<file path="src/rtl/uart_pkg.sv">
// Shared constants, FSM state type and divider helper for the UART receiver.
package uart_pkg;

  localparam int unsigned OVERSAMPLE        = 16;
  localparam int unsigned CLK_FREQ_DEFAULT  = 100_000_000;
  localparam int unsigned BAUD_RATE_DEFAULT = 115_200;

  typedef enum logic [1:0] {StIdle, StStart, StData, StStop} rx_state_e;

  // Clock cycles per oversampling tick, integer-truncated.
  function automatic int unsigned baud_div(input int unsigned clk_freq,
                                           input int unsigned baud_rate);
    return clk_freq / (baud_rate * OVERSAMPLE);
  endfunction

endpackage

</file>
<file path="src/rtl/baud_rate_gen.sv">
// 16x-oversampling tick generator; the counter is held at zero while disabled.
module baud_rate_gen
  import uart_pkg::*;
#(
  parameter int unsigned CLK_FREQ  = CLK_FREQ_DEFAULT,
  parameter int unsigned BAUD_RATE = BAUD_RATE_DEFAULT
) (
  input  logic clk,
  input  logic i_rst,
  input  logic i_en,
  output logic o_baud_tick
);

  localparam int unsigned Div  = baud_div(CLK_FREQ, BAUD_RATE);
  localparam int unsigned CntW = (Div > 1) ? $clog2(Div) : 1;

  if (Div < 1) begin : g_div_check
    $error("baud_rate_gen: CLK_FREQ too low for BAUD_RATE * 16");
  end

  logic [CntW-1:0] cnt_q, cnt_d;
  logic            term;

  assign term        = (cnt_q == CntW'(Div - 1));
  assign o_baud_tick = i_en && term;

  always_comb begin
    cnt_d = '0;
    if (i_en) begin
      cnt_d = term ? '0 : cnt_q + 1'b1;
    end
  end

  always_ff @(posedge clk or negedge i_rst) begin
    if (!i_rst) begin
      cnt_q <= '0;
    end else begin
      cnt_q <= cnt_d;
    end
  end

endmodule

</file>
<file path="src/rtl/uart_rx_top.sv">
// 8N1 UART receiver: input synchronizer, oversampling FSM and output register.
module uart_rx_top
  import uart_pkg::*;
#(
  parameter int unsigned NB_DATA   = 8,
  parameter int unsigned CLK_FREQ  = CLK_FREQ_DEFAULT,
  parameter int unsigned BAUD_RATE = BAUD_RATE_DEFAULT
) (
  input  logic               clk,
  input  logic               i_rst,
  input  logic               i_rx,
  output logic [NB_DATA-1:0] o_rx_data,
  output logic               o_rx_done,
  output logic               o_valid
);

  localparam int unsigned SCntW = $clog2(OVERSAMPLE);
  localparam int unsigned BCntW = (NB_DATA > 1) ? $clog2(NB_DATA) : 1;

  rx_state_e          state_q, state_d;
  logic [SCntW-1:0]   s_cnt_q, s_cnt_d;
  logic [BCntW-1:0]   b_cnt_q, b_cnt_d;
  logic [NB_DATA-1:0] shift_q, shift_d;
  logic [NB_DATA-1:0] data_q, data_d;
  logic               done_q, done_d;
  logic               valid_q, valid_d;

  logic rx_meta_q, rx_sync_q, rx_prev_q;
  logic rx_fall, baud_tick, mid_start, bit_end, last_bit;

  baud_rate_gen #(
    .CLK_FREQ  (CLK_FREQ),
    .BAUD_RATE (BAUD_RATE)
  ) u_baud_rate_gen (
    .clk         (clk),
    .i_rst       (i_rst),
    .i_en        (state_q != StIdle),
    .o_baud_tick (baud_tick)
  );

  // Idle-high reset values keep a released reset from looking like a start edge.
  always_ff @(posedge clk or negedge i_rst) begin
    if (!i_rst) begin
      rx_meta_q <= 1'b1;
      rx_sync_q <= 1'b1;
      rx_prev_q <= 1'b1;
    end else begin
      rx_meta_q <= i_rx;
      rx_sync_q <= rx_meta_q;
      rx_prev_q <= rx_sync_q;
    end
  end

  assign rx_fall   = rx_prev_q && !rx_sync_q;
  assign mid_start = baud_tick && (s_cnt_q == SCntW'(OVERSAMPLE / 2 - 1));
  assign bit_end   = baud_tick && (s_cnt_q == SCntW'(OVERSAMPLE - 1));
  assign last_bit  = (b_cnt_q == BCntW'(NB_DATA - 1));

  always_ff @(posedge clk or negedge i_rst) begin
    if (!i_rst) begin
      state_q <= StIdle;
    end else begin
      state_q <= state_d;
    end
  end

  always_comb begin
    state_d = state_q;
    unique case (state_q)
      StIdle:  if (rx_fall)             state_d = StStart;
      StStart: if (mid_start)           state_d = rx_sync_q ? StIdle : StData;
      StData:  if (bit_end && last_bit) state_d = StStop;
      StStop:  if (bit_end)             state_d = StIdle;
    endcase
  end

  always_comb begin
    s_cnt_d = s_cnt_q;
    b_cnt_d = b_cnt_q;
    shift_d = shift_q;
    data_d  = data_q;
    done_d  = done_q;
    valid_d = 1'b0;
    unique case (state_q)
      StIdle: begin
        if (rx_fall) begin
          s_cnt_d = '0;
          b_cnt_d = '0;
          done_d  = 1'b0;
        end
      end
      StStart: begin
        if (baud_tick) s_cnt_d = mid_start ? '0 : s_cnt_q + 1'b1;
      end
      StData: begin
        if (baud_tick) begin
          s_cnt_d = s_cnt_q + 1'b1;
          if (bit_end) begin
            shift_d = {rx_sync_q, shift_q[NB_DATA-1:1]};
            b_cnt_d = last_bit ? '0 : b_cnt_q + 1'b1;
          end
        end
      end
      StStop: begin
        if (baud_tick) begin
          s_cnt_d = s_cnt_q + 1'b1;
          // A low stop bit is a framing error: the byte is dropped silently.
          if (bit_end && rx_sync_q) begin
            data_d  = shift_q;
            done_d  = 1'b1;
            valid_d = 1'b1;
          end
        end
      end
    endcase
  end

  always_ff @(posedge clk or negedge i_rst) begin
    if (!i_rst) begin
      s_cnt_q <= '0;
      b_cnt_q <= '0;
      shift_q <= '0;
      data_q  <= '0;
      done_q  <= 1'b0;
      valid_q <= 1'b0;
    end else begin
      s_cnt_q <= s_cnt_d;
      b_cnt_q <= b_cnt_d;
      shift_q <= shift_d;
      data_q  <= data_d;
      done_q  <= done_d;
      valid_q <= valid_d;
    end
  end

  assign o_rx_data = data_q;
  assign o_rx_done = done_q;
  assign o_valid   = valid_q;

endmodule

</file>
<file path="config.mk">
export PLATFORM = sky130hd
export DESIGN_NAME = uart_rx_top
export DESIGN_NICKNAME = d
export VERILOG_FILES = /design/src/rtl/uart_pkg.sv /design/src/rtl/baud_rate_gen.sv /design/src/rtl/uart_rx_top.sv
export SDC_FILE = /design/constraint.sdc
export NUM_CORES = 1
export LEC_CHECK = 0
export BUFFER_PORTS_ARGS = -buffer_cell sky130_fd_sc_hd__buf_2
export CAP_MARGIN = 5
export CORE_MARGIN = 3
export CORE_UTILIZATION = 50
export DETAILED_ROUTE_END_ITERATION = 7
export GPL_ROUTABILITY_DRIVEN = 1
export PLACE_DENSITY = 0.69
export SYNTH_ARGS = -nofsm -noshare
export SYNTH_HDL_FRONTEND = slang
export SYNTH_SLANG_ARGS = --single-unit
</file>
<file path="constraint.sdc">
create_clock -name clk -period 4.4 [get_ports clk]
set_clock_uncertainty 0.2 [all_clocks]
set_input_delay 0.22 -clock clk [delete_from_list [all_inputs] [get_ports clk]]
set_output_delay 0.22 -clock clk [all_outputs]
set_load 0.05 [all_outputs]
</file>
==> impl_summary.md <==
Timing
The worst-case headroom to the max-slew limit is 49.9%. The total negative setup slack is 0 ps. The final hold violation count is 0. Setup repair after global routing left no endpoint under its margin. The number of endpoints failing setup at the final stage is 0. The clock period could shrink to 2210 ps. Timing would allow up to 0.452 GHz. In the finished design, the share of the clock period the worst path needs comes to 50.3%. The slew at the pin with the worst max-slew slack is 751 ps. The final count of pins violating max slew was 0.

Critical path
The data arrival time of the worst path is 2240 ps. Setup slack on the worst reg-to-reg path comes out at 2190 ps. For this run, the slowest stage of the critical path takes 460 ps. The kind of critical path is flip-flop to flip-flop.

The cell family contributing the most delay on the critical path is simple AND/OR/NAND/NOR gates. The worst register-to-register path has a depth of 6. The origin of the critical flop-to-flop path is u_baud_rate_gen.cnt_q[1]. The number of buffers and inverters on the critical path is 1. On the critical path, the stage with the largest delay is an instance of nor3_4. The startpoint class of the critical path is a flip-flop.

The signal on the critical path passes through inv_1 > ha_1 > and3_2 > nand2_4 > nor3_4 > mux2_2. The type of destination of the critical path is a flip-flop. The data required time of the critical path is 4420 ps. The capture instance of the worst register-to-register path is o_rx_data[4]. The maximum net fanout on the critical path is 10.

Drt
Before antenna repair, the detailed router went through 4 iterations. The count of nets left with antenna violations after detail routing is 0. The average wire per cell in the routed design is 14.6 um. The first routing iteration left 47 violations.

The highest routed metal layer is met4. Detailed routing placed a total of 1.37 mm of wire on met2. The total length of routed met3 wires is 74 um. The detailed-routing wirelength on met1 is 1.21 mm. The via count of the routed design is 974. In the routed layout, each cell is associated on average with a via count of 5.32. For this block, the routed nets add up to 2.67 mm of wire. For this run, design rule violations remaining after detail routing come to 0.

Min path
The type of the most critical hold path is flip-flop to flip-flop. The worst hold path terminates at rx_sync_q. In this run the most critical hold path is launched from rx_meta_q. The instance count along the most critical hold path is 0.

Synthesis
The mean cell area of the mapped netlist is 12.6 um^2. The synthesized cell area is 0.00156 mm^2. The number of distinct library cells after synthesis is 35.

Summing the sequential cell areas from Yosys gives 57.8% of the chip area. The Yosys step of the flow raised 0 warnings. The number of synthesized register bits is 36. The number of nets handed over by synthesis was 132. Synthesis produced a netlist whose cell count is 124.

Floorplan
The top-level port count is 13. The initial utilization of the core area, before any placement, comes to 54.4%. Measured along the x axis, the die boundary spans 61.9 um. The die outline area is 0.00384 mm^2.

From bottom edge to top edge, the die measures 61.9 um. After floorplanning, the core was sized to cover 0.00288 mm^2. In this run the core area contains 19 standard-cell rows.

Placement
Summed over all nets, the half-perimeter wirelength after detailed placement is 1.83 mm. The count of input and output buffers is 12. Routability-driven placement finished with a final weighted congestion of 0.756.

The cell total after placement is 173.

Clock network
The later pin in the worst-skew pair is clocked with a latency of 330 ps. The clock passes through at most 2 buffers. The root buffer cell is clkbuf_4. TritonCTS built the clock tree.

The clock-pin slew reported for the worst setup and hold paths after clock tree synthesis is 110 ps. The clock sink count is 36. The total clock buffers created by CTS is 5.

The number of buffers inserted by post-CTS setup repair is 0. CTS built an H-tree with a depth of 2. The post-cts sizing count is 0.

Layout
The synthesis-to-layout area growth is 10.1%. After filler insertion, the fill cell instance count of the layout stands at 252. The number of nets in the final layout is 148.

After the flow finishes, the layout carries non-filler instances totaling 183. Cells with a size suffix above 1 make up 31.9% of the layout. The count of inserted antenna diode cells is 0.

GRT
The global-route wire length before repair is 4.33 mm. The global routing usage summed across all routing layers is 16.4%. Summed over all layers, the global routing overflow is 0. The number of global-route vias before repair is 925.

The initial antenna violation count is 0. The pin count of the biggest net entering global routing is 37.

Power and ir drop
For this design the static power due to leakage is 0.899 nW. The peak supply drop is 0.000222 V. The total power density per cell area is 365 mW/mm^2.

Status
The flow ran to the end, and the final reports show no timing, DRC or antenna violations.

Job
The max-cap violation count is 0.
[area by class of cell]
| cell class | instances | area [um^2] | area share, % |
|---|---|---|---|
| clock buffers | 7 | 45.0 | 2.62 |
| repair buffers | 14 | 80.1 | 4.65 |
| clock inverters | 1 | 8.76 | 0.509 |
| well taps | 42 | 52.6 | 3.05 |
| flip-flops and latches | 36 | 905 | 52.5 |
| multi-input cells | 78 | 612 | 35.5 |
| inverters | 5 | 18.8 | 1.09 |
[how the worst max path moves through the flow]
stage	startpoint	depth (start not counted)	end	slack, ps
global route	u_baud_rate_gen.cnt_q[1]	6	o_rx_data[0]	2060
floorplan	u_baud_rate_gen.cnt_q[1]	6	o_rx_data[0]	2420
detailed placement	u_baud_rate_gen.cnt_q[1]	6	o_rx_data[4]	2200
finish	u_baud_rate_gen.cnt_q[1]	6	o_rx_data[4]	2190
global placement	u_baud_rate_gen.cnt_q[1]	6	o_rx_data[5]	2290
CTS	u_baud_rate_gen.cnt_q[1]	6	o_rx_data[4]	2180
[worst reg2reg max path, stage by stage, from the launching register on]
cell and delay, ps:
dfrtp_1 410, inv_1 70, ha_1 230, and3_2 260
nand2_4 80, nor3_4 460, mux2_2 400
[power breakdown]
group / total (mW) / switching [mW] / internal (mW) / leakage [nW]
sequential: 0.383 / 0.0261 / 0.357 / 0.482
clock: 0.172 / 0.108 / 0.0642 / 0.0295
combinational: 0.0736 / 0.0411 / 0.0326 / 0.388
[synthesized netlist by cell type]
master,n,area share (%)
nand3b_4,1,1.3
a21o_2,2,1.1
nor3_4,1,1.0
and2_2,1,0.48
nand2b_1,1,0.40
and4b_1,1,0.64
mux2_2,15,11
o211ai_1,1,0.48
nand4_2,1,0.80
o21ai_0,3,0.96
a31oi_1,2,0.80
nor2_1,8,1.9
buf_6,1,0.72
or3b_2,1,0.56
xnor2_1,2,1.1
xor2_1,2,1.1
a2bb2oi_1,1,0.56
a21oi_1,1,0.32
nor3_1,1,0.32
nand3_1,12,3.8
or4_1,1,0.48
nor2b_1,1,0.40
dfrtp_1,33,53
o221ai_1,1,0.56
clkbuf_1,2,0.48
ha_1,5,4.0
o311ai_0,1,0.56
buf_2,2,0.64
inv_1,5,1.2
and3_2,1,0.48
dfstp_2,3,5.0
o31ai_1,3,1.4
nor3b_1,1,0.48
nand2_1,6,1.4
nand2_4,1,0.72
[flip-flops by register name, summed over array words and instances (netlist names), named ones only]
name	flops
b_cnt_q	3
o_rx_data	8
o_rx_done	1
o_valid	1
rx_meta_q	1
rx_prev_q	1
rx_sync_q	1
s_cnt_q	4
shift_q	8
state_q	1
u_baud_rate_gen.cnt_q	6
[metrics by stage]
stage                     area (um^2)  power (mW)  hold slack [ps]  util [%]  setup slack, ps
after floorplan                  1560       0.436             -276         -             2420
after global placement           1650       0.454              127      57.3             2290
after detailed placement         1650       0.463              134      57.3             2200
after CTS                        1720       0.635              164      59.9             2180
after global routing             1720       0.672              170      59.9             2060
final                            1720       0.629              162      59.9             2190
[cell usage in the layout (no fill, tap or decap), types with 3 or more instances in the layout]
cell type | synthesis | layout
dfrtp_1 | 33 | 33
mux2_2 | 15 | 15
buf_2 | 2 | 12
nor2_1 | 8 | 8
nand2_1 | 6 | 6
ha_1 | 5 | 5
o31ai_1 | 3 | 3
inv_1 | 5 | 5
nand3_1 | 12 | 12
o21ai_0 | 3 | 3
clkbuf_4 | 0 | 5
dfstp_2 | 3 | 3
[repair_timing]
| item | in CTS | in global routing |
|---|---|---|
| endpoints found under the hold margin | 34 | 0 |
| endpoints found under the setup margin | 0 | 0 |
| hold buffers | 2 | 0 |
[per-layer routing]
metal  global-route usage (%)  up-vias
met5                        0        -
met4                     3.64        0
met3                     6.82        4
met2                     26.0       14
met1                     21.0      487
li1                         -      469
[cell families after synthesis]
| kind of cell | count (synthesis) | share of synthesized area (%) |
|---|---|---|
| AND/OR/NAND/NOR | 39 | 15.3 |
| buffers and inverters | 10 | 3.04 |
| adder cells (fa/ha/maj) | 5 | 4.00 |
| XOR/XNOR | 4 | 2.24 |
| flip-flops | 36 | 57.8 |
| multiplexers | 15 | 10.8 |
| AO/OA/AOI/OAI | 15 | 6.80 |
No activity file was read; power rests on OpenSTA's default activity.
